### config.mk
export PLATFORM = sky130hd
export DESIGN_NAME = al_accel_pu_grid_flat
export DESIGN_NICKNAME = d
export VERILOG_FILES = /design/src/rtl/al_accel_pu_grid_if.sv /design/src/rtl/al_accel_pu_grid.sv /design/src/flat_wrapper.sv
export SDC_FILE = /design/constraint.sdc
export NUM_CORES = 2
export LEC_CHECK = 0
export ABC_AREA = 1
export CAP_MARGIN = 20
export CORE_AREA = 2 2 220 439
export CTS_CLUSTER_DIAMETER = 40
export DETAILED_ROUTE_END_ITERATION = 6
export DIE_AREA = 0 0 222 441
export GPL_TIMING_DRIVEN = 0
export PLACE_DENSITY = 0.69
export SYNTH_ARGS = -nofsm -noshare
export SYNTH_HDL_FRONTEND = slang
export SYNTH_SLANG_ARGS = --single-unit
### constraint.sdc
create_clock -name clk -period 10.95 [get_ports clk]
set_input_delay 2.19 -clock clk [delete_from_list [all_inputs] [get_ports clk]]
set_output_delay 2.19 -clock clk [all_outputs]
set_load 0.01 [all_outputs]
### src/rtl/al_accel_pu_grid_if.sv
// al_accel_pu_grid_if: weight write, window update, start and result handshake bundle
interface al_accel_pu_grid_if #(
  parameter int DATA_W = 8,
  parameter int K = 3,
  parameter int N_PU = 3,
  parameter int ACC_W = 20
);
  localparam int PU_W = N_PU > 1 ? $clog2(N_PU) : 1;
  localparam int IDX_W = $clog2(K * K);
  localparam int ROW_W = $clog2(K);
  logic wr_en;
  logic [PU_W-1:0] wr_pu;
  logic [IDX_W-1:0] wr_idx;
  logic [DATA_W-1:0] wr_data;
  logic in_valid;
  logic in_ready;
  logic [1:0] in_dir;
  logic [ROW_W-1:0] in_row;
  logic [K*DATA_W-1:0] in_vec;
  logic start;
  logic acc_keep;
  logic busy;
  logic out_valid;
  logic out_ready;
  logic [N_PU*ACC_W-1:0] out_data;
  logic [N_PU-1:0] out_sat;
  modport master (
    output wr_en, wr_pu, wr_idx, wr_data, in_valid, in_dir, in_row, in_vec, start, acc_keep, out_ready,
    input in_ready, busy, out_valid, out_data, out_sat
  );
  modport slave (
    input wr_en, wr_pu, wr_idx, wr_data, in_valid, in_dir, in_row, in_vec, start, acc_keep, out_ready,
    output in_ready, busy, out_valid, out_data, out_sat
  );
endinterface

### src/rtl/al_accel_pu_grid.sv
// al_accel_pu_grid: KxK shifting window shared by N_PU weight banks, row-serial saturating MAC
module al_accel_pu_grid #(
  parameter int DATA_W = 8,
  parameter int K = 3,
  parameter int N_PU = 3,
  parameter int ACC_W = 20
) (
  input logic clk,
  input logic reset,
  al_accel_pu_grid_if.slave bus
);
  localparam int PU_W = N_PU > 1 ? $clog2(N_PU) : 1;
  localparam int IDX_W = $clog2(K * K);
  localparam int ROW_W = $clog2(K);
  localparam int SUM_W = 2 * DATA_W + $clog2(K);
  localparam int EXT_W = ACC_W + 1;
  typedef enum logic [1:0] {IDLE, MAC, DONE} state_t;
  state_t state_q, state_d;
  logic [ROW_W-1:0] row_q;
  logic signed [DATA_W-1:0] win_q [K][K];
  logic signed [DATA_W-1:0] win_d [K][K];
  logic signed [DATA_W-1:0] w_q [N_PU][K][K];
  logic signed [ACC_W-1:0] acc_q [N_PU];
  logic signed [ACC_W-1:0] acc_d [N_PU];
  logic signed [SUM_W-1:0] rsum [N_PU];
  logic signed [EXT_W-1:0] ext [N_PU];
  logic [N_PU-1:0] sat_q, ovf;
  logic idle, go;
  assign idle = state_q == IDLE;
  assign go = idle && bus.start;
  assign bus.in_ready = idle;
  assign bus.busy = !idle;
  assign bus.out_valid = state_q == DONE;
  assign bus.out_sat = sat_q;
  for (genvar g = 0; g < N_PU; g++) begin : g_out
    assign bus.out_data[g*ACC_W +: ACC_W] = acc_q[g];
  end
  always_comb begin
    state_d = go ? MAC
            : (state_q == MAC && row_q == ROW_W'(K - 1)) ? DONE
            : (state_q == DONE && bus.out_ready) ? IDLE
            : state_q;
  end
  // Modulo indices keep every select in range; the wrapped value is never chosen at the edge.
  always_comb begin
    win_d = win_q;
    if (idle && bus.in_valid)
      for (int r = 0; r < K; r++)
        for (int c = 0; c < K; c++)
          win_d[r][c] = bus.in_dir == 2'd0 ? (bus.in_row == ROW_W'(r) ? bus.in_vec[c*DATA_W +: DATA_W] : win_q[r][c])
                      : bus.in_dir == 2'd1 ? (c == K - 1 ? bus.in_vec[r*DATA_W +: DATA_W] : win_q[r][(c+1)%K])
                      : bus.in_dir == 2'd2 ? (c == 0 ? bus.in_vec[r*DATA_W +: DATA_W] : win_q[r][(c+K-1)%K])
                      : (r == K - 1 ? bus.in_vec[c*DATA_W +: DATA_W] : win_q[(r+1)%K][c]);
  end
  // One extra accumulator bit exposes overflow as a mismatch of the two top bits.
  always_comb begin
    for (int p = 0; p < N_PU; p++) begin
      rsum[p] = '0;
      for (int c = 0; c < K; c++)
        rsum[p] = rsum[p] + SUM_W'(w_q[p][row_q][c]) * SUM_W'(win_q[row_q][c]);
      ext[p] = EXT_W'(acc_q[p]) + EXT_W'(rsum[p]);
      ovf[p] = ext[p][ACC_W] != ext[p][ACC_W-1];
      acc_d[p] = !ovf[p] ? ext[p][ACC_W-1:0]
               : ext[p][ACC_W] ? {1'b1, {(ACC_W-1){1'b0}}}
               : {1'b0, {(ACC_W-1){1'b1}}};
    end
  end
  always_ff @(posedge clk) begin
    if (reset) begin
      state_q <= IDLE;
      row_q <= '0;
      sat_q <= '0;
      win_q <= '{default: '0};
      w_q <= '{default: '0};
      acc_q <= '{default: '0};
    end else begin
      state_q <= state_d;
      win_q <= win_d;
      if (idle && bus.wr_en)
        for (int p = 0; p < N_PU; p++)
          for (int r = 0; r < K; r++)
            for (int c = 0; c < K; c++)
              if (bus.wr_pu == PU_W'(p) && bus.wr_idx == IDX_W'(r * K + c))
                w_q[p][r][c] <= bus.wr_data;
      if (go) begin
        row_q <= '0;
        if (!bus.acc_keep) begin
          sat_q <= '0;
          acc_q <= '{default: '0};
        end
      end else if (state_q == MAC) begin
        row_q <= row_q + ROW_W'(1);
        sat_q <= sat_q | ovf;
        acc_q <= acc_d;
      end
    end
  end
endmodule

### src/flat_wrapper.sv
// flat-port wrapper written by rule: the top's interface ports become plain ports
module al_accel_pu_grid_flat 
#(
  parameter int DATA_W = 8,
  parameter int K = 3,
  parameter int N_PU = 3,
  parameter int ACC_W = 20
)
  (clk, reset, bus_wr_en, bus_wr_pu, bus_wr_idx, bus_wr_data, bus_in_valid, bus_in_dir, bus_in_row, bus_in_vec, bus_start, bus_acc_keep, bus_out_ready, bus_in_ready, bus_busy, bus_out_valid, bus_out_data, bus_out_sat);
  al_accel_pu_grid_if #(.DATA_W(DATA_W), .K(K), .N_PU(N_PU), .ACC_W(ACC_W)) bus_i ();
  input logic clk;
  input logic reset;
  input wire logic [$bits(bus_i.wr_en)-1:0] bus_wr_en;
  input wire logic [$bits(bus_i.wr_pu)-1:0] bus_wr_pu;
  input wire logic [$bits(bus_i.wr_idx)-1:0] bus_wr_idx;
  input wire logic [$bits(bus_i.wr_data)-1:0] bus_wr_data;
  input wire logic [$bits(bus_i.in_valid)-1:0] bus_in_valid;
  input wire logic [$bits(bus_i.in_dir)-1:0] bus_in_dir;
  input wire logic [$bits(bus_i.in_row)-1:0] bus_in_row;
  input wire logic [$bits(bus_i.in_vec)-1:0] bus_in_vec;
  input wire logic [$bits(bus_i.start)-1:0] bus_start;
  input wire logic [$bits(bus_i.acc_keep)-1:0] bus_acc_keep;
  input wire logic [$bits(bus_i.out_ready)-1:0] bus_out_ready;
  output wire logic [$bits(bus_i.in_ready)-1:0] bus_in_ready;
  output wire logic [$bits(bus_i.busy)-1:0] bus_busy;
  output wire logic [$bits(bus_i.out_valid)-1:0] bus_out_valid;
  output wire logic [$bits(bus_i.out_data)-1:0] bus_out_data;
  output wire logic [$bits(bus_i.out_sat)-1:0] bus_out_sat;
  assign bus_i.wr_en = bus_wr_en;
  assign bus_i.wr_pu = bus_wr_pu;
  assign bus_i.wr_idx = bus_wr_idx;
  assign bus_i.wr_data = bus_wr_data;
  assign bus_i.in_valid = bus_in_valid;
  assign bus_i.in_dir = bus_in_dir;
  assign bus_i.in_row = bus_in_row;
  assign bus_i.in_vec = bus_in_vec;
  assign bus_i.start = bus_start;
  assign bus_i.acc_keep = bus_acc_keep;
  assign bus_i.out_ready = bus_out_ready;
  assign bus_in_ready = bus_i.in_ready;
  assign bus_busy = bus_i.busy;
  assign bus_out_valid = bus_i.out_valid;
  assign bus_out_data = bus_i.out_data;
  assign bus_out_sat = bus_i.out_sat;
  al_accel_pu_grid #(.DATA_W(DATA_W), .K(K), .N_PU(N_PU), .ACC_W(ACC_W)) u_core (.clk(clk), .reset(reset), .bus(bus_i));
endmodule
==> results.md <==
* Comb power frac at 0.818
* Global-route wire length before repair at about 240000 um
* Syn Inst Count at roughly 6.5k
* CTS Sinks at around 360
* Min-delay worst type: register to register
* Final setup fails at 24
* Biggest area consumer among synthesized cells: fa_1
* H-tree levels at 2
* Top-area cell type share of the netlist area at 0.260
* Synth Cell Area at roughly 0.047 mm^2
* Post-synth EDFFs at 0
* WS Path Type: register to register
* Switching power at between 8 and 9 mW
* Synth area leaders: fa_1 26%, dfxtp_1 15%, inv_1 12%
* Setup WS pre-CTS at -2.40 ns
* Slowest CP cell: fa_1
* CTS clk-pin slew, worst paths at 0.06 ns
* WP data required at between 10 and 15 ns
* Synth Flop Type: dfxtp_1
* Router iterations before antenna repair at 7
* CP max FO at 7
* Yosys warnings at 0
* Synth top cells by count: 1518 x inv_1, 1183 x nand2_1, 686 x nor2_1, 612 x fa_1, 520 x o21ai_0
* Slew headroom at 0.307
* DRT iter0 DRCs at between 3k and 4k
* Worst setup endpoint: u_core.bus.out_data[55]
* Clock power frac at 0.096
* Vias per Instance at ~5.4
* Die area at between 0.09 and 0.1 mm^2
* Violated checks: design-rule violations, negative setup slack
* Switching share of total power at 0.519
* Routed len/inst at between 15 and 20 um
* Synthesis-stage register bit count at roughly 360
* Final setup margin at -0.164 ns
* Avg Inst Size Synth at 7.21 um^2
* Worst reg2reg endpoint: u_core.bus.out_data[55]
* Die X at roughly 220 um
* Leak pwr at between 20 and 30 nW
* Core Footprint at about 0.095 mm^2
* Flop-to-flop setup slack at -0.16 ns
* CP arrival at 11.60 ns
* CP Launch Point: u_core.row_q[0]
* Max VDD drop at 0.357 mV
* Setup TNS at -2.87 ns
* Internal power at between 8 and 9 mW
* Most numerous cell in the Yosys netlist: inv_1
* Unrepaired setup endpoints after global routing: true
* Startpoint Class: register
* Max Clock Skew at about 0.036 ns
* Fillers at between 8k and 9k
* Initial antenna violation count at 0
* Share of post-route cells with drive strength above 1 at 0.119
* Reg2Reg Depth at 59
* Pin count of the biggest net entering global routing at 15
* Total congestion overflow at 0
* # DRC at 2
* Final Hold Viols at 0
* Inserted Diodes at 0
* Worst Max-Slew Pin Slew at 1.04 ns
* CTS tree: done
* Number of global-route vias before repair at 42.3k
* Num CTS Buffers at 48
* Starting density of the core at 0.497
* Worst Hold Path Cells at 2
* Max Cap Viol at 0
* Via count at ~43k
* GRT Resource Usage Total at 0.312
* FF-to-FF Start: u_core.row_q[0]
* Sequential element share of the synthesized area at 0.151
* Synthesized Nets at around 7.6k
* Dpl hpwl at 120000 um
* Utilization after layout at 0.583
* DP Cell Count at 7857
* Final WL at about 150000 um
* Syn-to-layout area delta at 17.4%
* Outcome: finished with violations
* Worst stage delay on the critical path at 0.54 ns
* Synth unique cells at 47
* Die Y at approximately 440 um
* Fin nets at between 7k and 8k
* Max-slew violation count at 0
* Port Buffer Count at between 100 and 150
* CP most frequent cell: fa_1
* Routed Antenna Nets at 0
* Non-Filler Instances at ~8k
* Max Fclk at 90.0 MHz
* Worst hold slack at 0.475 ns
* Ys async rst share at 0
* Clock Path Buffers at 3
* Sequential Power Share at 0.086
* Clock Latency Late Sink at roughly 0.64 ns
* Std-Cell Rows at 160
* Setup crit end kind: register
* GPL Wtd Cong at around 1
* CTS root buf: clkbuf_16
* Crit path time final at roughly 11 ns
* Pwr Density at 305 mW/mm^2
* Final period util at 1.01
* I/O pins at 115
kinds of logic after synthesis:
family                   synth area share
AND/OR/NAND/NOR                     0.192
buffers and inverters               0.142
AO/OA/AOI/OAI                       0.119
adder cells (fa/ha/maj)             0.361
flip-flops                          0.151
XOR/XNOR                           0.0341
registers in the layout (all words and copies together), names as in the netlist:
| signal | flops |
|---|---|
| u_core.w_q | 216 |
| u_core.win_q | 72 |
| u_core.bus.out_data | 60 |
| u_core.bus.out_sat | 3 |
| u_core.row_q | 2 |
| u_core.state_q | 2 |
worst min path at each step:
stage / end / slack (ns) / from
final: u_core.bus.out_sat[0] / 0.48 / u_core.bus.out_sat[0]
after floorplan: u_core.win_q[10] / 0.46 / u_core.win_q[10]
after detailed placement: u_core.bus.out_sat[0] / 0.46 / u_core.bus.out_sat[0]
after CTS: u_core.bus.out_sat[0] / 0.48 / u_core.bus.out_sat[0]
after global placement: u_core.bus.out_sat[0] / 0.45 / u_core.bus.out_sat[0]
after global routing: u_core.bus.out_data[9] / 0.51 / u_core.bus.out_data[9]
cells in the final DEF, fill, tap and decap left out, drive strengths merged, types with 203 or more instances in the layout:
cell type	netlist	final
a21oi	279	279
buf	72	239
clkbuf	149	203
dfxtp	355	355
fa	612	612
ha	380	380
inv	1533	1544
nand2	1196	1196
nor2	696	696
o21ai	565	565
stage by stage:
step	power (mW)	cell area [um^2]
final	16.8	55200
after global routing	18.2	55200
after CTS	14.8	53500
after detailed placement	11.1	49700
after global placement	11.1	49600
after floorplan	8.79	47100
layout make-up:
class	count	area (um^2)	share of cell area
clock inverter	30	339	0.00614
timing repair buffer	273	2670	0.0483
tap	1215	1520	0.0275
inverter	1537	5800	0.105
buffer	219	1290	0.0233
clock buffer	56	1250	0.0226
sequential	355	7110	0.129
multi-input combinational	4416	35300	0.638
power by group through the flow:
stage | clock network [mW] | logic [mW] | registers, mW
finish | 1.61 | 13.8 | 1.45
global placement | 0 | 9.59 | 1.47
floorplan | 0 | 7.33 | 1.46
detailed placement | 0 | 9.67 | 1.47
CTS | 1.62 | 11.7 | 1.44
global route | 1.67 | 15.1 | 1.46
routing by layer:
layer | up-vias | GRT usage | share of wire
met5 | - | 0 | 0
met4 | 0 | 0.206 | 0.083
met3 | 425 | 0.0391 | 0.075
met2 | 1940 | 0.518 | 0.46
met1 | 20629 | 0.381 | 0.38
li1 | 20495 | - | -
repair_timing:
action | 4_1_cts | 5_1_grt
hold buffers | 0 | 0
resized for setup | 330 | 278
pin swaps | 89 | 113
setup buffers | 80 | 69
gates cloned | 5 | 9
endpoints found under the setup margin | 63 | 63
worst max-delay path, delay by kind of cell (launching register included):
| kind | cells | cell delay [ns] |
|---|---|---|
| AO/OA/AOI/OAI | 9 | 1.21 |
| adder cells (fa/ha/maj) | 13 | 5.68 |
| XOR/XNOR | 3 | 0.49 |
| buffers and inverters | 20 | 1.95 |
| AND/OR/NAND/NOR | 14 | 1.26 |
| flip-flops | 1 | 0.34 |
Note: power is estimated with default switching activity, not from simulation.
